### src/rtl/cfeb_rdout_pkg.sv
// Shared types and constants for the L1A block readout sequencer.
// Holds the FSM state encoding and header field positions.
package cfeb_rdout_pkg;

    localparam int BLK_W = 4;

    localparam int HDR_W        = 16;
    localparam int HDR_TOERR    = 0;
    localparam int HDR_LCT      = 1;
    localparam int HDR_OVFL     = 2;
    localparam int HDR_RSV      = 3;
    localparam int HDR_L1P_LSB  = 4;
    localparam int HDR_L1P_W    = 8;
    localparam int HDR_EVT_LSB  = 12;
    localparam int HDR_EVT_W    = 4;

    typedef enum logic [3:0] {
        IDLE   = 4'd0,
        SETTLE = 4'd1,
        LATCH  = 4'd2,
        HDR    = 4'd3,
        CONV1  = 4'd4,
        FREE1  = 4'd5,
        CONV2  = 4'd6,
        FREE2  = 4'd7,
        DONE   = 4'd8
    } state_t;

    // Second block of an event is the next SCA block, wrapping at 16.
    function automatic logic [BLK_W-1:0] blk_inc(input logic [BLK_W-1:0] b);
        return b + 1'b1;
    endfunction

endpackage

### src/rtl/cbnce.sv
// Binary counter with clock enable and asynchronous active-high reset.
// Wraps naturally at 2^Width.
module cbnce #(
    parameter int Width = 12
) (
    input  logic             CLK,
    input  logic             RST,
    input  logic             CE,
    output logic [Width-1:0] Q
);

    // Count up by one on every enabled cycle.
    always_ff @(posedge CLK or posedge RST) begin
        if (RST) begin
            Q <= '0;
        end else if (CE) begin
            Q <= Q + 1'b1;
        end
    end

endmodule

### src/rtl/l1a_blk_rdout_ctrl.sv
// L1A block FIFO readout sequencer: header, 1-2 SCA conversions, block release.
// Optional macro L1A_RDOUT_TIMEOUT_EN adds a conversion-ack timeout with sticky TOERR.
module l1a_blk_rdout_ctrl
    import cfeb_rdout_pkg::*;
#(
    parameter int EVT_W  = 12,
    parameter int TO_W   = 10,
    parameter int TO_MAX = 1000
) (
    input  logic             CLK,
    input  logic             RST,
    input  logic             EN,
    input  logic             F_EMPTY,
    output logic             F_POP,
    input  logic [3:0]       F_BLK,
    input  logic [7:0]       F_L1P,
    input  logic             F_OVFL,
    input  logic             F_SCND_SH,
    input  logic             F_SCND_BLK,
    input  logic             F_LCT_PH,
    output logic             HDR_VLD,
    input  logic             HDR_RDY,
    output logic [15:0]      HDR_DATA,
    output logic             CONV_REQ,
    output logic [3:0]       CONV_BLK,
    input  logic             CONV_ACK,
    output logic             FREE_STB,
    output logic [3:0]       FREE_BLK,
    output logic             EVT_DONE,
    output logic [EVT_W-1:0] EVT_CNT,
    output logic             BUSY
);

    if (TO_MAX < 1 || TO_MAX >= (1 << TO_W)) begin : g_bad_to
        $error("TO_MAX does not fit in TO_W bits");
    end

    state_t state_q;
    state_t state_d;

    logic [BLK_W-1:0]     blk_q;
    logic [HDR_L1P_W-1:0] l1p_q;
    logic                 ovfl_q;
    logic                 sh_q;
    logic                 scnd_q;
    logic                 lct_q;
    logic                 toerr_q;
    logic                 to_hit;
    logic [HDR_W-1:0]     hdr_word;

    // State register; reset aborts any event in progress.
    always_ff @(posedge CLK or posedge RST) begin
        if (RST) begin
            state_q <= IDLE;
        end else begin
            state_q <= state_d;
        end
    end

    // Capture the FIFO head fields in the cycle the entry is popped.
    always_ff @(posedge CLK or posedge RST) begin
        if (RST) begin
            blk_q  <= '0;
            l1p_q  <= '0;
            ovfl_q <= 1'b0;
            sh_q   <= 1'b0;
            scnd_q <= 1'b0;
            lct_q  <= 1'b0;
        end else if (state_q == LATCH) begin
            blk_q  <= F_BLK;
            l1p_q  <= F_L1P;
            ovfl_q <= F_OVFL;
            sh_q   <= F_SCND_SH;
            scnd_q <= F_SCND_BLK;
            lct_q  <= F_LCT_PH;
        end
    end

`ifdef L1A_RDOUT_TIMEOUT_EN
    logic [TO_W-1:0] to_cnt;
    logic            conv_st;

    assign conv_st = (state_q == CONV1) || (state_q == CONV2);
    assign to_hit  = conv_st && !CONV_ACK
                   && (to_cnt == TO_W'(TO_MAX - 1));

    // Cycles spent waiting for CONV_ACK, restarted on every state change.
    always_ff @(posedge CLK or posedge RST) begin
        if (RST) begin
            to_cnt <= '0;
        end else if (!conv_st || (state_d != state_q)) begin
            to_cnt <= '0;
        end else begin
            to_cnt <= to_cnt + 1'b1;
        end
    end

    // Sticky timeout flag, reported and cleared by the next header.
    always_ff @(posedge CLK or posedge RST) begin
        if (RST) begin
            toerr_q <= 1'b0;
        end else if (to_hit) begin
            toerr_q <= 1'b1;
        end else if ((state_q == HDR) && HDR_RDY) begin
            toerr_q <= 1'b0;
        end
    end
`else
    assign to_hit  = 1'b0;
    assign toerr_q = 1'b0;
`endif

    // Assemble the event header from the captured fields.
    always_comb begin
        hdr_word = '0;
        hdr_word[HDR_EVT_LSB +: HDR_EVT_W] = EVT_CNT[HDR_EVT_W-1:0];
        hdr_word[HDR_L1P_LSB +: HDR_L1P_W] = l1p_q;
        hdr_word[HDR_RSV]   = 1'b0;
        hdr_word[HDR_OVFL]  = ovfl_q;
        hdr_word[HDR_LCT]   = lct_q;
        hdr_word[HDR_TOERR] = toerr_q;
    end

    // Next-state and Moore outputs decoded from the state register.
    always_comb begin
        state_d  = state_q;
        F_POP    = 1'b0;
        HDR_VLD  = 1'b0;
        HDR_DATA = '0;
        CONV_REQ = 1'b0;
        CONV_BLK = '0;
        FREE_STB = 1'b0;
        FREE_BLK = '0;
        EVT_DONE = 1'b0;
        BUSY     = 1'b1;
        unique case (state_q)
            IDLE: begin
                BUSY = 1'b0;
                if (EN && !F_EMPTY) begin
                    state_d = SETTLE;
                end
            end
            SETTLE: begin
                state_d = F_EMPTY ? IDLE : LATCH;
            end
            LATCH: begin
                F_POP   = 1'b1;
                state_d = HDR;
            end
            HDR: begin
                HDR_VLD  = 1'b1;
                HDR_DATA = hdr_word;
                if (HDR_RDY) begin
                    state_d = ovfl_q ? DONE : CONV1;
                end
            end
            CONV1: begin
                CONV_REQ = 1'b1;
                CONV_BLK = blk_q;
                if (CONV_ACK) begin
                    state_d = FREE1;
                end else if (to_hit) begin
                    state_d = DONE;
                end
            end
            FREE1: begin
                FREE_STB = 1'b1;
                FREE_BLK = blk_q;
                state_d  = scnd_q ? CONV2 : DONE;
            end
            CONV2: begin
                CONV_REQ = 1'b1;
                CONV_BLK = blk_inc(blk_q);
                if (CONV_ACK) begin
                    state_d = sh_q ? DONE : FREE2;
                end else if (to_hit) begin
                    state_d = DONE;
                end
            end
            FREE2: begin
                FREE_STB = 1'b1;
                FREE_BLK = blk_inc(blk_q);
                state_d  = DONE;
            end
            DONE: begin
                EVT_DONE = 1'b1;
                state_d  = IDLE;
            end
            default: begin
                state_d = IDLE;
            end
        endcase
    end

    cbnce #(
        .Width (EVT_W)
    ) u_evt_cnt (
        .CLK (CLK),
        .RST (RST),
        .CE  (state_q == DONE),
        .Q   (EVT_CNT)
    );

endmodule

### config.mk
export PLATFORM = sky130hd
export DESIGN_NAME = l1a_blk_rdout_ctrl
export DESIGN_NICKNAME = d
export VERILOG_FILES = /design/src/rtl/cfeb_rdout_pkg.sv /design/src/rtl/cbnce.sv /design/src/rtl/l1a_blk_rdout_ctrl.sv
export SDC_FILE = /design/constraint.sdc
export NUM_CORES = 1
export LEC_CHECK = 0
export BUFFER_PORTS_ARGS = -buffer_cell sky130_fd_sc_hd__buf_2
export CAP_MARGIN = 25
export CORE_AREA = 2 2 62 64
export CTS_BUF_LIST = sky130_fd_sc_hd__clkbuf_8
export CTS_CLUSTER_SIZE = 12
export DETAILED_ROUTE_END_ITERATION = 16
export DIE_AREA = 0 0 64 66
export PLACE_DENSITY_LB_ADDON = 0.3
export SLEW_MARGIN = 15
export SYNTH_ARGS = -nofsm -noshare
export SYNTH_HDL_FRONTEND = slang
export SYNTH_SLANG_ARGS = --single-unit
### constraint.sdc
create_clock -name CLK -period 2.3 [get_ports CLK]
set_clock_uncertainty 0.2 [all_clocks]
set_input_delay 0.46 -clock CLK [delete_from_list [all_inputs] [get_ports CLK]]
set_output_delay 0.46 -clock CLK [all_outputs]
set_load 0.05 [all_outputs]
* Word-level counts from Yosys, hierarchy flattened
Cells that the tools add are included.
** Storage, ports and cells
- Flip-flop bits (word level) :: 32
- Bits of input ports :: 22
- Output and inout bits :: 42
- Logic and storage cells :: 46
** Operators by class
- $add $sub $neg :: 2
- Equal/unequal tests :: 12
- Mux-type cells :: 18
- Reductions and logical operators :: 6
** Operators by type and width (count)
- 4-bit one-hot mux with 8 select lines :: 1
- 4-bit 2-to-1 mux :: 7
- 4-bit by 3-bit == test with 1-bit output, second input constant :: 4
- 16-bit 2-to-1 mux :: 1
- 4-bit one-hot mux with 2 select lines :: 2
- 12-bit by 1-bit adder with 12-bit output, second input constant :: 1
- 4-bit by 2-bit == test with 1-bit output, second input constant :: 2
- 2-bit inequality test, second input constant :: 4
- 1-bit 2-to-1 mux :: 6
- 4-bit by 1-bit adder with 4-bit output, second input constant :: 1
- 4-bit by 1-bit == test with 1-bit output, second input constant :: 1
- 4-bit == test, second input constant :: 1
- 4-bit logical NOT :: 1
- 4-bit AND reduction :: 1
- 2-bit OR reduction :: 2
- 2-bit 2-to-1 mux :: 1
- 1-bit logical AND :: 1
- 1-bit logical NOT :: 1

* Depth between registers and ports, before layout
Gate-level depths: netlist of the first run.
- Word-level depth :: 4
- Depth in mapped cells :: 6
- Depth with buffers taken out :: 4

* Modules after synthesis
Synthesis of the first run repeated with hierarchy kept, for this count alone.
** Unflattened totals
- Cell total of the unflattened synthesis :: 156
- Area, all modules :: 1724.2 µm²
** Modules (own cells, without submodules)
- l1a_blk_rdout_ctrl :: instances 1, cells an instance 113, area an instance 1207.4 µm², seq. area each 500.5 µm²
- cbnce :: instances 1, cells an instance 43, area an instance 516.7 µm², seq. area each 300.3 µm²

* Worst setup path after synthesis of the first run
No wires, ideal clock.
- Path kind :: register to output
- Start :: register state_q[2]
- End :: output HDR_DATA[10]
- Arrival time :: 2050 ps
- Data required time :: 1640 ps
- Path slack :: -410 ps
- Stages on the path, launching flop included :: 5
- Path buffers :: 2
- Cell sequence :: dfrtp_1 buf_6 nor3_1 clkbuf_1 and2_1
** Between the ends
- Longest elaborated chain between the ends :: 2
** Ends and longest elaborated chain
- start, declared :: line l1a_blk_rdout_ctrl.sv:38 : state_t state_q;
- start signal, assigned :: line l1a_blk_rdout_ctrl.sv:56 : state_q <= state_d;
- 4-bit by 2-bit == test with 1-bit output :: line l1a_blk_rdout_ctrl.sv:136 : unique case (state_q)
- 16-bit 2-to-1 mux :: line l1a_blk_rdout_ctrl.sv:136
- end, declared :: line l1a_blk_rdout_ctrl.sv:23 : output logic [15:0] HDR_DATA,
No other way between the ends.

* Worst setup path after layout of the first run
- Start :: register state_q[2]
- End :: output EVT_DONE
** Between the ends
- Longest elaborated chain between the ends :: 2
** Ends and longest elaborated chain
- 4-bit == test :: line l1a_blk_rdout_ctrl.sv:136
- 1-bit 2-to-1 mux :: line l1a_blk_rdout_ctrl.sv:136
- end, declared :: line l1a_blk_rdout_ctrl.sv:29 : output logic EVT_DONE,
No other way between the ends.

==> results.yml, run 1 <==
synth:
  synth_cells: 157
  synth_edf_count: 0
  synth_fa_ha_area_share_pct: 1.47
  ys_warn_count: 0
  synth.area.mux_share_pct: 11.9
  synth_ff_type: "dfrtp_1"
  synthXorXnorAreaFrac_pct: 7.23
  ys_seq_area_share_pct: 47.2
  ys_ff_latch: 32
  synth_area_per_cell_sq_um: 10.8
  synth_top_area_share_pct: 47.2
  synth_compound_area_share_pct: 5.31
  synth-simple-area-share_pct: 21.6
  synth_area_sq_um: 1700
  synth_cell_types: 37
  synth_most_common_cell: "dfrtp_1"
  synth_top_family_by_area: "simple AND/OR/NAND/NOR gates"
  synth_top_area_cell: "dfrtp_1"
  async_reset_ff_share_pct: 100
  netlist_top_cells_count: "dfrtp_1, mux2_2, and2_1, nor2_1"
  synth_area_leaders: "dfrtp_1, mux2_2, and2_1"
job:
  drv_cap: 0
global_route:
  antenna_found_initial: 0
  grt_max_degree: 33
  gr-total-overflow: 0
  grt_pass1_wl_um: 5710
  first_global_vias: 1224
  grt_use_total_pct: 18.1
route:
  vias_per_cell: 4.93
  drc: 0
  via_count: 1345
  ant_nets: 0
  routedWlPerCell_um: 12.6
  first_pass_iters: 4
  drt-initial-drc-count: 54
  routed_wl_um: 3440
finish:
  area_growth_pct: 32.6
  drive_above_1_share_pct: 50.7
  utilization_pct: 63.4
  insertedDiodeCount: 0
  finalNetCount: 249
  multi_input_area_sq_um: 848
  fill_cells: 305
  register_area_sq_um: 805
  final_cells: 273
place:
  dpl.hpwl_um: 2510
  dp.cells: 266
  routabilityCongestion: 0.768
  io_buffers: 61
floorplan:
  die_y_um: 66
  rows: 22
  die_area_sq_um: 4220
  die_x_um: 64
  num_io_pins: 64
  core_sq_um: 3550
  initial_core_util_pct: 47.8
worst_setup_path:
  cp-start-kind: "flop"
  end_kind: "output port"
  setup.worst_path.start: "state_q[2]"
  crit_required_ns: 1.64
  rr_startpoint: "state_q[2]"
  worstPathArrival_ns: 1.56
  criticalPathCategory: "flop to output port"
  critPathMaxFanout: 7
timing:
  finalMaxSlewViolations: 0
  fin_crit_sh_pct: 96.6
  timing.fmax_ghz: 0.450
  setup_tns_ns: 0
  period_needed_ns: 2.22
  final-setup-viol-count: 0
  hold_viol: 0
cts:
  clk_path_buf_depth: 2
  cts_tree: "done"
  postCtsHoldBufs: 0
  root_buffer: "clkbuf_8"
  cts_setup_buffers: 0
  insertion_delay_ns: 0.28
  cts_made_buffers: 5
  numClockSinks: 32
  htree_levels: 2
  clkTransAtPathRegs_ns: 0.06
power_and_ir_drop:
  p_total_mw: 2.86
  leakagePower_nw: 1.12
  p_per_area_nw_per_um2: 1270
  irDropWorstVdd_v: 0.000716
worst_hold_path:
  hold_class: "primary input to asynchronous set/reset pin"
run_status:
  outcome: "completed"
[area by class of cell]
class | count | share of cell area [%]
Sequential cell | 32 | 35.8
Tap cell | 48 | 2.67
Multi-Input combinational cell | 109 | 37.7
Clock buffer | 7 | 4.28
Timing Repair Buffer | 69 | 18.2
Inverter | 8 | 1.33
[per-stage QoR]
stage / cell area [sq um] / setup slack (ns) / hold slack [ns]
2_1_floorplan: 1720 / -0.0965 / 0.272
3_3_place_gp: 2090 / 0.263 / 0.257
3_5_place_dp: 2090 / 0.210 / 0.266
4_1_cts: 2180 / -0.0695 / 0.0569
5_1_grt: 2250 / -0.00132 / 0.0810
6_report: 2250 / 0.0779 / 0.0427
[timing repair]
item | 4_1_cts | 5_1_grt
gates cloned | 0 | 0
gates resized for setup | 1 | 26
endpoints found under the setup margin | 22 | 26
[report_power, final]
part           switching, mW  leakage [nW]  internal (mW)  total, mW
Combinational          0.882         0.662          0.571       1.45
Clock                  0.188        0.0503          0.266      0.454
Sequential             0.181         0.403          0.767      0.948
[layer usage]
metal | up-vias | track usage [%] | wire length, um
li1 | 667 | - | -
met2 | 40 | 29.0 | 1630
met1 | 632 | 22.6 | 1570
met5 | - | 0 | 0
met3 | 6 | 5.62 | 186
met4 | 0 | 7.34 | 55
[kinds of logic (layout without fill, tap and decap cells)]
kind of cell             count (synthesis)  after routing
AND/OR/NAND/NOR                         60             60
flip-flops                              32             32
multiplexers                            18             18
buffers and inverters                   17             84
XOR/XNOR                                14             14
AO/OA/AOI/OAI                           13             13
adder cells (fa/ha/maj)                  2              2
other                                    1              2
[sequential cells by signal, summed over array words and instances, names as in the netlist]
register     count
sh_q             1
lct_q            1
u_evt_cnt.Q     12
blk_q            4
state_q          4
l1p_q            8
ovfl_q           1
scnd_q           1
[worst paths after layout]
kind	end	slack, ns	cells past startpoint
setup / recovery	EVT_DONE	0.08	3
max in group asynchronous	state_q[2]	1.54	3
hold / removal	u_evt_cnt.Q[5]	0.04	3
min in group CLK	scnd_q	0.20	3
setup reg to reg	u_evt_cnt.Q[7]	0.36	6
hold reg to reg	u_evt_cnt.Q[11]	0.27	1
[cell usage in the layout (no fill, tap or decap), types with 2 or more instances in the layout]
cell / n
buf_2: 46
dfrtp_1: 29
mux2_2: 17
clkbuf_4: 12
nand2_1: 10
xnor2_1: 10
nor2_1: 9
and2_2: 9
buf_4: 9
inv_1: 8
clkbuf_8: 7
o21ai_0: 6
nand4_1: 6
nand3_1: 5
and2_1: 5
xor2_1: 4
nor3b_1: 3
dfrtp_2: 3
nor4b_4: 2
nor2_2: 2
ha_1: 2
conb_1: 2
buf_6: 2
[critical path: stages (launching register included)]
cell and delay, ns:
dfrtp_2 0.46, buf_4 0.18, nor4b_4 0.37, buf_4 0.26
Note: power is estimated with default switching activity, not from simulation.
==> run 2, diff against run 1 <==
--- a/config.mk
+++ b/config.mk
@@ -5,13 +5,14 @@
 export SDC_FILE = /design/constraint.sdc
 export NUM_CORES = 1
 export LEC_CHECK = 0
+export ABC_AREA = 1
 export BUFFER_PORTS_ARGS = -buffer_cell sky130_fd_sc_hd__buf_2
 export CAP_MARGIN = 25
-export CORE_AREA = 2 2 62 64
+export CORE_AREA = 2 2 63 65
 export CTS_BUF_LIST = sky130_fd_sc_hd__clkbuf_8
 export CTS_CLUSTER_SIZE = 12
 export DETAILED_ROUTE_END_ITERATION = 16
-export DIE_AREA = 0 0 64 66
+export DIE_AREA = 0 0 65 67
 export PLACE_DENSITY_LB_ADDON = 0.3
 export SLEW_MARGIN = 15
 export SYNTH_ARGS = -nofsm -noshare
==> results.yml, run 2 <==
run_status:
  outcome: "completed"
place:
  routabilityCongestion: 0.893
  dp.cells: 348
  dpl.hpwl_um: 2860
  placedInstanceArea_sq_um: 2130
  io_buffers: 61
synth:
  synth.area.mux_share_pct: 0
  synth_top_area_share_pct: 44.9
  synth_edf_count: 0
  ys_seq_area_share_pct: 44.9
  synth_area_per_cell_sq_um: 7.39
  synth_cell_types: 24
  ys_ff_latch: 32
  synth_ff_type: "dfrtp_1"
  synth_area_sq_um: 1780
  synth_area_leaders: "dfrtp_1, nand2_1, inv_1"
  ys_warn_count: 0
  async_reset_ff_share_pct: 100
  synth_fa_ha_area_share_pct: 1.40
  synth_top_area_cell: "dfrtp_1"
  synth-simple-area-share_pct: 29.4
  synth_cells: 241
  synth_most_common_cell: "nand2_1"
  netlist_top_cells_count: "nand2_1, inv_1, dfrtp_1, nor2_1, o21ai_1"
  synthXorXnorAreaFrac_pct: 3.93
  synth_compound_area_share_pct: 8.85
  synth_top_family_by_area: "simple AND/OR/NAND/NOR gates"
job:
  drv_cap: 0
cts:
  htree_levels: 2
  clkTransAtPathRegs_ns: 0.07
  root_buffer: "clkbuf_8"
  insertion_delay_ns: 0.28
  clk_path_buf_depth: 2
  cts_tree: "done"
  cts_made_buffers: 5
  numClockSinks: 32
  cts_setup_buffers: 0
worst_setup_path:
  end_kind: "output port"
  criticalPathCategory: "flop to output port"
  cp-start-kind: "flop"
  rr_worst_depth: 9
  critical_path_cell_count: 5
  critPathMaxFanout: 5
  crit_required_ns: 1.64
  cp_slowest_cell: "dfrtp_1"
  worstPathArrival_ns: 1.57
  max_stage_delay_ns: 0.45
  path_delay_family: "flip-flops"
  worstPathCellList: "inv_2, nor2_2, nand2_1, o22ai_1, clkbuf_4"
  path_buf_inv: 2
floorplan:
  die_x_um: 65
  num_io_pins: 64
  rows: 22
  initial_core_util_pct: 49.4
  core_sq_um: 3610
  die_area_sq_um: 4360
  die_y_um: 67
finish:
  top_regs: "u_evt_cnt.Q: 12 flops, l1p_q: 8 flops"
  mostFrequentLayoutCells: "nand2_1, buf_2, inv_1, dfrtp_1, nor2_1"
  insertedDiodeCount: 0
  largest_reg_flops: 12
  final_area_sq_um: 2300
  utilization_pct: 63.8
  register_area_sq_um: 805
  fill_cells: 322
  layout_commonest_cell: "nand2_1"
  registers.top_by_ff_count: "u_evt_cnt.Q"
  final_cells: 356
  area_growth_pct: 29.1
  multi_input_area_sq_um: 798
  drive_above_1_share_pct: 29.5
  finalNetCount: 331
power_and_ir_drop:
  leakagePower_nw: 1.26
  irDropWorstVdd_v: 0.000757
  p_total_mw: 2.68
  p_per_area_nw_per_um2: 1160
route:
  vias_per_cell: 4.82
  via_count: 1716
  drc: 0
  first_pass_iters: 4
  drt-initial-drc-count: 165
  ant_nets: 0
  routed_wl_um: 3920
  routedWlPerCell_um: 11.0
worst_hold_path:
  hold_class: "primary input to asynchronous set/reset pin"
global_route:
  antenna_found_initial: 0
  grt_max_degree: 33
  first_global_vias: 1538
  gr-total-overflow: 0
  grt_use_total_pct: 19.2
  grt_pass1_wl_um: 6330
timing:
  timing.fmax_ghz: 0.448
  setup_tns_ns: 0
  hold_viol: 0
  final-setup-viol-count: 0
  period_needed_ns: 2.23
  fin_crit_sh_pct: 97.0
  finalMaxSlewViolations: 0
[run 2: path summary, 6_finish.rpt]
kind,from,to,slack (ns)
max in group asynchronous,RST,state_q[3],1.53
worst min register to register,sh_q,sh_q,0.30
worst max-delay path,state_q[0],FREE_BLK[2],0.07
min in group CLK,F_SCND_SH,sh_q,0.16
worst max register to register,state_q[0],state_q[2],0.70
worst min-delay path,RST,l1p_q[4],0.04
[run 2: tightest hold or removal path: cells and delay by family]
| family | cells | cell delay [ns] |
|---|---|---|
| buffers and inverters | 3 | 0.48 |
[run 2: timing repair]
item / CTS / global route
endpoints found under the hold margin: 0 / 0
gates resized for setup: 0 / 27
endpoints found under the setup margin: 0 / 22
hold buffers: 0 / 0
[run 2: metrics by stage]
stage          hold slack [ns]  worst slack [ns]
5_1_grt                 0.0890          -0.00662
2_1_floorplan            0.262            0.0714
3_5_place_dp             0.289             0.320
4_1_cts                 0.0615           0.00597
3_3_place_gp             0.286             0.351
6_report                0.0447            0.0692
[run 2: cell families after synthesis]
family / count (synthesis)
xor gates and xnor gates: 8
buffers and inverters: 49
other: 1
adders and majority gates: 2
DFF: 32
and+or+nand+nor: 120
AOI/OAI and AO/OA: 29
[run 2: cell type report]
cell class                 count  share of cell area (%)
clock inverter                 3                    1.85
sequential                    32                    35.0
multi-input combinational    161                    34.7
clock buffer                   5                    2.99
inverter                      43                    7.01
timing repair buffer          64                    15.9
tap                           48                    2.61
[run 2: routing by layer]
layer / GRT usage [%] / vias to the layer above / wire length [um]
li1: - / 877 / -
met1: 24.0 / 766 / 1670
met2: 31.6 / 66 / 1900
met3: 3.21 / 7 / 276
met4: 10.6 / 0 / 67
met5: 0 / - / 0
[run 2: power breakdown]
| part | leakage, nW | switching [mW] | internal [mW] | total [mW] |
|---|---|---|---|---|
| clock network | 0.0541 | 0.210 | 0.320 | 0.530 |
| registers | 0.411 | 0.128 | 0.752 | 0.879 |
| logic | 0.792 | 0.913 | 0.355 | 1.27 |
